==> src/rtl/jtag_pkg.sv <==
// Shared JTAG definitions: TAP state encoding, instruction opcodes
// and IR capture pattern, used by the TAP FSM and the data path.
package jtag_pkg;

    localparam int FSM_SIZE = 4;
    localparam int IR_WIDTH = 4;

    typedef logic [FSM_SIZE-1:0] tap_state_t;

    localparam tap_state_t ST_TLR   = 4'hF;
    localparam tap_state_t ST_RTI   = 4'hC;
    localparam tap_state_t ST_SELDR = 4'h7;
    localparam tap_state_t ST_CAPDR = 4'h6;
    localparam tap_state_t ST_SHDR  = 4'h2;
    localparam tap_state_t ST_EX1DR = 4'h1;
    localparam tap_state_t ST_PAUDR = 4'h3;
    localparam tap_state_t ST_EX2DR = 4'h0;
    localparam tap_state_t ST_UPDDR = 4'h5;
    localparam tap_state_t ST_SELIR = 4'h4;
    localparam tap_state_t ST_CAPIR = 4'hE;
    localparam tap_state_t ST_SHIR  = 4'hA;
    localparam tap_state_t ST_EX1IR = 4'h9;
    localparam tap_state_t ST_PAUIR = 4'hB;
    localparam tap_state_t ST_EX2IR = 4'h8;
    localparam tap_state_t ST_UPDIR = 4'hD;

    typedef logic [IR_WIDTH-1:0] opcode_t;

    localparam opcode_t OP_IDCODE  = 4'b0001;
    localparam opcode_t OP_USER    = 4'b0100;
    localparam opcode_t OP_BYPASS  = 4'b1111;
    localparam opcode_t IR_CAPTURE = 4'b0001;

endpackage

==> src/rtl/jtag_shift_reg.sv <==
// Parallel-capture, right-shifting scan register; TDI enters the MSB
// and the LSB is the bit presented towards TDO.
module jtag_shift_reg #(
    parameter int WIDTH = 8
) (
    input  logic             TCK,
    input  logic             TRST,
    input  logic             capture,
    input  logic             shift,
    input  logic [WIDTH-1:0] capture_val,
    input  logic             TDI,
    output logic [WIDTH-1:0] sr,
    output logic             sr_lsb
);

    logic [WIDTH-1:0] sr_q;
    logic [WIDTH-1:0] sr_d;

    always_comb begin
        sr_d = sr_q;
        if (capture) begin
            sr_d = capture_val;
        end else if (shift) begin
            sr_d = {TDI, sr_q[WIDTH-1:1]};
        end
    end

    always_ff @(posedge TCK or posedge TRST) begin
        if (TRST) begin
            sr_q <= '0;
        end else begin
            sr_q <= sr_d;
        end
    end

    assign sr     = sr_q;
    assign sr_lsb = sr_q[0];

endmodule

==> src/rtl/jtag_ir_dr_path.sv <==
// JTAG data path behind the TAP FSM: IR, BYPASS, IDCODE and USER
// registers, TDI->TDO serial path and the USER parallel interface.
module jtag_ir_dr_path
    import jtag_pkg::*;
#(
    parameter int          FSM_SIZE   = jtag_pkg::FSM_SIZE,
    parameter int          IR_WIDTH   = jtag_pkg::IR_WIDTH,
    parameter int          USER_WIDTH = 8,
    parameter logic [31:0] IDCODE_VAL = 32'h1234_5093
) (
    input  logic                  TCK,
    input  logic                  TRST,
    input  logic [FSM_SIZE-1:0]   state,
    input  logic                  TDI,
    output logic                  TDO,
    output logic                  TDO_EN,
    output logic [IR_WIDTH-1:0]   ir,
    input  logic [USER_WIDTH-1:0] user_in,
    output logic [USER_WIDTH-1:0] user_out,
    output logic                  user_upd
);

    // IEEE 1149.1 mandates a 1 in the IDCODE LSB
    if (!IDCODE_VAL[0]) begin : g_idcode_chk
        $error("IDCODE_VAL bit0 must be 1");
    end

    logic [IR_WIDTH-1:0]   ir_q, ir_d;
    logic [IR_WIDTH-1:0]   ir_shift;
    logic                  ir_lsb;
    logic                  bypass_q, bypass_d;
    logic                  idcode_lsb;
    logic [USER_WIDTH-1:0] user_sr;
    logic                  user_lsb;
    logic [USER_WIDTH-1:0] user_out_q, user_out_d;
    logic                  user_upd_q, user_upd_d;
    logic                  tdo_q, tdo_d;
    logic                  tdo_en_q, tdo_en_d;
    logic                  sel_idcode, sel_user, sel_bypass;
    logic                  dr_lsb;

    assign sel_idcode = (ir_q == OP_IDCODE);
    assign sel_user   = (ir_q == OP_USER);
    assign sel_bypass = !sel_idcode && !sel_user;

    jtag_shift_reg #(.WIDTH(IR_WIDTH)) u_ir_sr (
        .TCK        (TCK),
        .TRST       (TRST),
        .capture    (state == ST_CAPIR),
        .shift      (state == ST_SHIR),
        .capture_val(IR_CAPTURE),
        .TDI        (TDI),
        .sr         (ir_shift),
        .sr_lsb     (ir_lsb)
    );

    jtag_shift_reg #(.WIDTH(32)) u_idcode_sr (
        .TCK        (TCK),
        .TRST       (TRST),
        .capture    ((state == ST_CAPDR) && sel_idcode),
        .shift      ((state == ST_SHDR) && sel_idcode),
        .capture_val(IDCODE_VAL),
        .TDI        (TDI),
        .sr         (),
        .sr_lsb     (idcode_lsb)
    );

    jtag_shift_reg #(.WIDTH(USER_WIDTH)) u_user_sr (
        .TCK        (TCK),
        .TRST       (TRST),
        .capture    ((state == ST_CAPDR) && sel_user),
        .shift      ((state == ST_SHDR) && sel_user),
        .capture_val(user_in),
        .TDI        (TDI),
        .sr         (user_sr),
        .sr_lsb     (user_lsb)
    );

    always_comb begin
        ir_d       = ir_q;
        bypass_d   = bypass_q;
        user_out_d = user_out_q;
        user_upd_d = 1'b0;
        if (state == ST_TLR) begin
            ir_d = OP_IDCODE;
        end else if (state == ST_UPDIR) begin
            ir_d = ir_shift;
        end
        if (sel_bypass && state == ST_CAPDR) begin
            bypass_d = 1'b0;
        end else if (sel_bypass && state == ST_SHDR) begin
            bypass_d = TDI;
        end
        if (sel_user && state == ST_UPDDR) begin
            user_out_d = user_sr;
            user_upd_d = 1'b1;
        end
    end

    always_ff @(posedge TCK or posedge TRST) begin
        if (TRST) begin
            ir_q       <= OP_IDCODE;
            bypass_q   <= 1'b0;
            user_out_q <= '0;
            user_upd_q <= 1'b0;
        end else begin
            ir_q       <= ir_d;
            bypass_q   <= bypass_d;
            user_out_q <= user_out_d;
            user_upd_q <= user_upd_d;
        end
    end

    always_comb begin
        unique case (1'b1)
            sel_idcode: dr_lsb = idcode_lsb;
            sel_user:   dr_lsb = user_lsb;
            default:    dr_lsb = bypass_q;
        endcase
    end

    // TDO keeps its last value outside shift states
    always_comb begin
        tdo_d    = tdo_q;
        tdo_en_d = 1'b0;
        if (state == ST_SHIR) begin
            tdo_d    = ir_lsb;
            tdo_en_d = 1'b1;
        end else if (state == ST_SHDR) begin
            tdo_d    = dr_lsb;
            tdo_en_d = 1'b1;
        end
    end

    always_ff @(negedge TCK or posedge TRST) begin
        if (TRST) begin
            tdo_q    <= 1'b0;
            tdo_en_q <= 1'b0;
        end else begin
            tdo_q    <= tdo_d;
            tdo_en_q <= tdo_en_d;
        end
    end

    assign ir       = ir_q;
    assign user_out = user_out_q;
    assign user_upd = user_upd_q;
    assign TDO      = tdo_q;
    assign TDO_EN   = tdo_en_q;

endmodule
==> config.mk <==
export PLATFORM = sky130hd
export DESIGN_NAME = jtag_ir_dr_path
export DESIGN_NICKNAME = d
export VERILOG_FILES = /design/src/rtl/jtag_pkg.sv /design/src/rtl/jtag_shift_reg.sv /design/src/rtl/jtag_ir_dr_path.sv
export SDC_FILE = /design/constraint.sdc
export NUM_CORES = 1
export LEC_CHECK = 0
export CAP_MARGIN = 20
export CORE_MARGIN = 2
export CORE_UTILIZATION = 55
export DETAILED_ROUTE_END_ITERATION = 7
export PLACE_DENSITY = 0.8
export SYNTH_ARGS = -nofsm -noshare
export SYNTH_HDL_FRONTEND = slang
export SYNTH_SLANG_ARGS = --single-unit
==> constraint.sdc <==
create_clock -name TCK -period 2.2 [get_ports TCK]
set_clock_uncertainty 0.05 [all_clocks]
set_input_delay 0.44 -clock TCK [delete_from_list [all_inputs] [get_ports TCK]]
set_output_delay 0.44 -clock TCK [all_outputs]
set_load 0.01 [all_outputs]
Yosys cells after proc, flatten, opt, wreduce, memory -nomap -nowiden
Cells that the tools add are included.
{"block": "classes", "eq_ne": 9, "n_mux": 16, "n_reduce_logical": 16}
{"operator": "2-to-1 mux 32 bit", "n": 2}
{"operator": "equality test 4 bit, second input constant", "n": 4}
{"operator": "2-to-1 mux 4 bit", "n": 4}
{"operator": "2-to-1 mux 8 bit", "n": 2}
{"operator": "equality test 4 x 3 -> 1 bit, second input constant", "n": 3}
{"operator": "nonzero test 2 bit", "n": 6}
{"operator": "logical AND 1 bit", "n": 8}
{"operator": "2-to-1 mux 1 bit", "n": 7}
{"operator": "equality test 4 x 1 -> 1 bit, second input constant", "n": 1}
{"operator": "equality test 4 x 2 -> 1 bit, second input constant", "n": 1}
{"operator": "logical NOT 1 bit", "n": 2}
{"operator": "case mux 1 bit (2 select lines)", "n": 1}
{"block": "totals", "ff_bits": 60, "word_cells": 50}

Logic depth before layout (Yosys ltp)
{"block": "logic_depth", "word_depth": 6, "ltp_mapped": 5, "depth_no_buf": 3}

Modules after synthesis
From an unflattened synthesis, not the netlist that was laid out.
{"block": "hier_totals", "hier_cells": 265, "hier_area_um2": 2900.3}
{"module": "jtag_shift_reg (u_idcode_sr)", "instances": 1, "cells_per_inst": 141, "area_each_um2": 1526.5, "seq_area_each_um2": 800.8}
{"module": "jtag_ir_dr_path", "instances": 1, "cells_per_inst": 69, "area_each_um2": 792.0, "seq_area_each_um2": 401.6}
{"module": "jtag_shift_reg (u_user_sr)", "instances": 1, "cells_per_inst": 36, "area_each_um2": 384.1, "seq_area_each_um2": 200.2}
{"module": "jtag_shift_reg (u_ir_sr)", "instances": 1, "cells_per_inst": 19, "area_each_um2": 197.7, "seq_area_each_um2": 100.1}

==> summary.txt <==
Placed design
  • PortBufs: 29
  • Detailed placement HPWL: 3210 microns
  • GPL Wtd Cong: 0.848
  • Placed Cells incl. Taps: 324

Cells and area
  • Area occupied by registers: 1500 sq um
  • Final core utilization: 0.727
  • Post-Layout Cell Count: 341
  • NumNets Final: 284
  • Filler cell count: 323
  • Footprint of the multi-input gates: 1180 sq um
  • Diodes inserted: 0
  • Share of cells above drive strength 1: 0.339
  • Syn-to-layout area delta: 26.5%

Die
  • Num ports: 30
  • Chip Height: 74.7 microns
  • Placeable Area: 4790 sq um
  • Num rows: 25
  • Initial Util: 0.575
  • Die area: 5580 sq um
  • Die Wd: 74.7 microns

Worst setup path
  • Crit path DAT: 1.98 ns
  • Worst R2R Path Depth: 3
  • CP bufs+invs: 1
  • Type of the worst setup path: reg2out
  • Max incr delay on CP: 0.42 ns
  • Setup crit end: TDO
  • Critical Path RT: 1.71 ns
  • Critical path, cell by cell: buf_2
  • Critical-path top delay cell: dfrtn_1
  • Crit path depth: 1
  • Crit-path max FO: 2
  • Origin of the critical flop-to-flop path: ir[0]
  • Crit path launch type: flop
  • Worst setup path start: TDO
  • CP delay by family, top: flip-flops
  • Worst Setup End Kind: primary output
  • Worst flop-to-flop path endpoint: TDO
  • R2r setup slk: -0.16 ns

Synthesis
  • Number of synthesis warnings: 0
  • Sequential fraction of the synthesis area: 0.546
  • Biggest area consumer among synthesized cells: dfrtp_1
  • Syn_nets: 231
  • Mapped Area: 2750 sq um
  • Area share of the largest cell type after synthesis: 0.518
  • Syn avg cell area: 12.7 sq um
  • Mapped Cells: 216
  • Synth area leaders: dfrtp_1 52%, mux2_2 11%, mux2_4 10%
  • Seq cells post-synth: 60
  • Distinct cells, synth: 30

Drt
  • Total wire length: 4960 microns
  • Drt wl/cell: 14.5 microns
  • Vias: 1715
  • Iter 0 DRT Violations: 155
  • DRT antenna net count: 0
  • Drt via density: 5.03
  • First-pass iteration count of the detailed router: 4
  • # DRC: 0

GRT
  • Global route overflow: 0
  • Initial antenna violation count: 0
  • Number of global-route vias before repair: 1696
  • First-pass GRT wire length: 8200 microns
  • GRT Util Overall: 0.198
  • Largest net degree at the start of global routing: 59

STA
  • Setup violators final: 3
  • Final worst slack: -0.266 ns
  • Final hold viol count: 0
  • Max_slew headroom: 0.513
  • Fin Hold WS: 0.450 ns
  • RSZ-0062 raised after global routing: true
  • Max-slew violation count: 0
  • Worst-margin pin slew: 0.730 ns

Power and ir drop
  • Net Switching: 792 uW
  • Internal: 2270 uW
  • Max IR drop VDD: 733 uV
  • Clock power frac: 0.297
  • Pleak: 0.00178 uW
  • Reg power frac: 0.488
  • Cell Pwr Density: 879 nW/um^2
  • Sw Share: 0.259
  • Comb power frac: 0.215

Outcome
  • Violated checks: setup timing
  • Status: finished with violations

CTS
  • Worst-path clk slew: 0.05 ns
  • CTS buffer count: 9
  • Hold Buf Count CTS: 0
  • CTS tree: built
  • CTS Sinks: 60
  • Clock Latency Late Sink: 0.33 ns
  • H-tree Lvls: 3
  • Max Root-Sink Buffers: 2
  • Clk root buf: clkbuf_8

Job
  • Max_cap viols: 0

Min path
  • HP Class: reg2reg
[layout by cell type, fill, tap and decap left out, types with 6 or more instances in the layout]
master / synthesis / routed
buf_4: 1 / 18
nor2_1: 21 / 21
nor2b_1: 15 / 14
o21ai_0: 8 / 8
inv_1: 12 / 11
nand2_1: 12 / 12
dfrtp_1: 57 / 57
nand2b_1: 6 / 6
mux2i_1: 12 / 12
clkdlybuf4s50_1: 0 / 23
mux2_2: 26 / 26
clkbuf_8: 0 / 12
mux2_4: 19 / 19
[cell type report]
cell class                 count  area share
clock buffer                  15      0.0507
clock inverter                 1     0.00144
inverter                      12      0.0140
multi-input combinational    135       0.338
sequential                    60       0.432
tap                           67      0.0241
timing repair buffer          51       0.140
[worst min-delay path by stage]
stage	start	end	slack, ns	cells past startpoint
floorplan	u_ir_sr.sr[0]	u_ir_sr.sr[0]	0.41	2
global placement	u_idcode_sr.sr[17]	u_idcode_sr.sr[17]	0.43	1
detailed placement	u_idcode_sr.sr[6]	u_idcode_sr.sr[6]	0.43	1
CTS	TDO	TDO	0.45	2
global route	bypass_q	bypass_q	0.47	1
finish	TDO	TDO	0.45	2
[cell families (layout without fill, tap and decap cells)]
kind of cell | count (synthesis) | after routing | synth area share
simple gates | 65 | 65 | 0.131
flops | 60 | 60 | 0.546
mux | 57 | 57 | 0.254
buf+inv | 21 | 79 | 0.0400
compound gates | 12 | 12 | 0.0259
xor+xnor | 1 | 1 | 0.00318
[state kept, by name, summed over array words and instances (netlist names)]
| signal | cells |
|---|---|
| TDO | 1 |
| TDO_EN | 1 |
| bypass_q | 1 |
| ir | 4 |
| u_idcode_sr.sr | 32 |
| u_ir_sr.sr | 4 |
| u_user_sr.sr | 8 |
| user_out | 8 |
| user_upd | 1 |
[routing by layer]
| layer | track usage | up-vias | wire, microns |
|---|---|---|---|
| li1 | - | 827 | - |
| met1 | 0.288 | 857 | 2400 |
| met2 | 0.282 | 24 | 2330 |
| met3 | 0.0629 | 7 | 173 |
| met4 | 0.0655 | 0 | 57 |
| met5 | 0 | - | 0 |
[through the flow]
step | instance area [sq um] | total power [uW] | setup slack, ns | TNS [ns]
after CTS | 3470 | 3070 | -0.277 | -0.698
after global placement | 3270 | 2130 | -0.611 | -2.73
after global routing | 3480 | 3230 | -0.288 | -0.732
final | 3480 | 3060 | -0.266 | -0.639
after floorplan | 2780 | 1950 | -0.187 | -0.187
after detailed placement | 3270 | 2160 | -0.626 | -3.53
[power groups by stage]
stage | Clock [uW] | Combinational, uW | Sequential, uW
after global placement | 0 | 632 | 1490
after CTS | 922 | 660 | 1490
after detailed placement | 0 | 652 | 1500
after global routing | 977 | 730 | 1520
final | 909 | 657 | 1490
after floorplan | 0 | 472 | 1480
[cell usage after synthesis, drive strengths merged]
cell     n
o311ai   1
nor3     1
and2     1
o31ai    1
and2b    2
nand3b   1
a22oi    1
nor2b   15
mux2i   12
xnor2    1
nand3    3
buf      8
dfrtp   57
inv     12
clkbuf   1
dfrtn    2
nand2b   6
o211ai   1
mux2    45
nor3b    2
and4bb   1
dfstp    1
nand2   12
nor2    21
o21ai    8
[worst min-delay path, cell delays in order, from the launching register on]
cell and delay, ns:
dfrtn_1 0.42, mux2i_1 0.07, o211ai_1 0.09
[repair_timing]
action | in CTS | in global routing
buffers inserted | 1 | 0
endpoints found under the hold margin | 0 | 0
gates resized for setup | 15 | 4
setup endpoints to repair | 3 | 3
pin swaps | 4 | 3
Power figures use the tool's default switching activity.
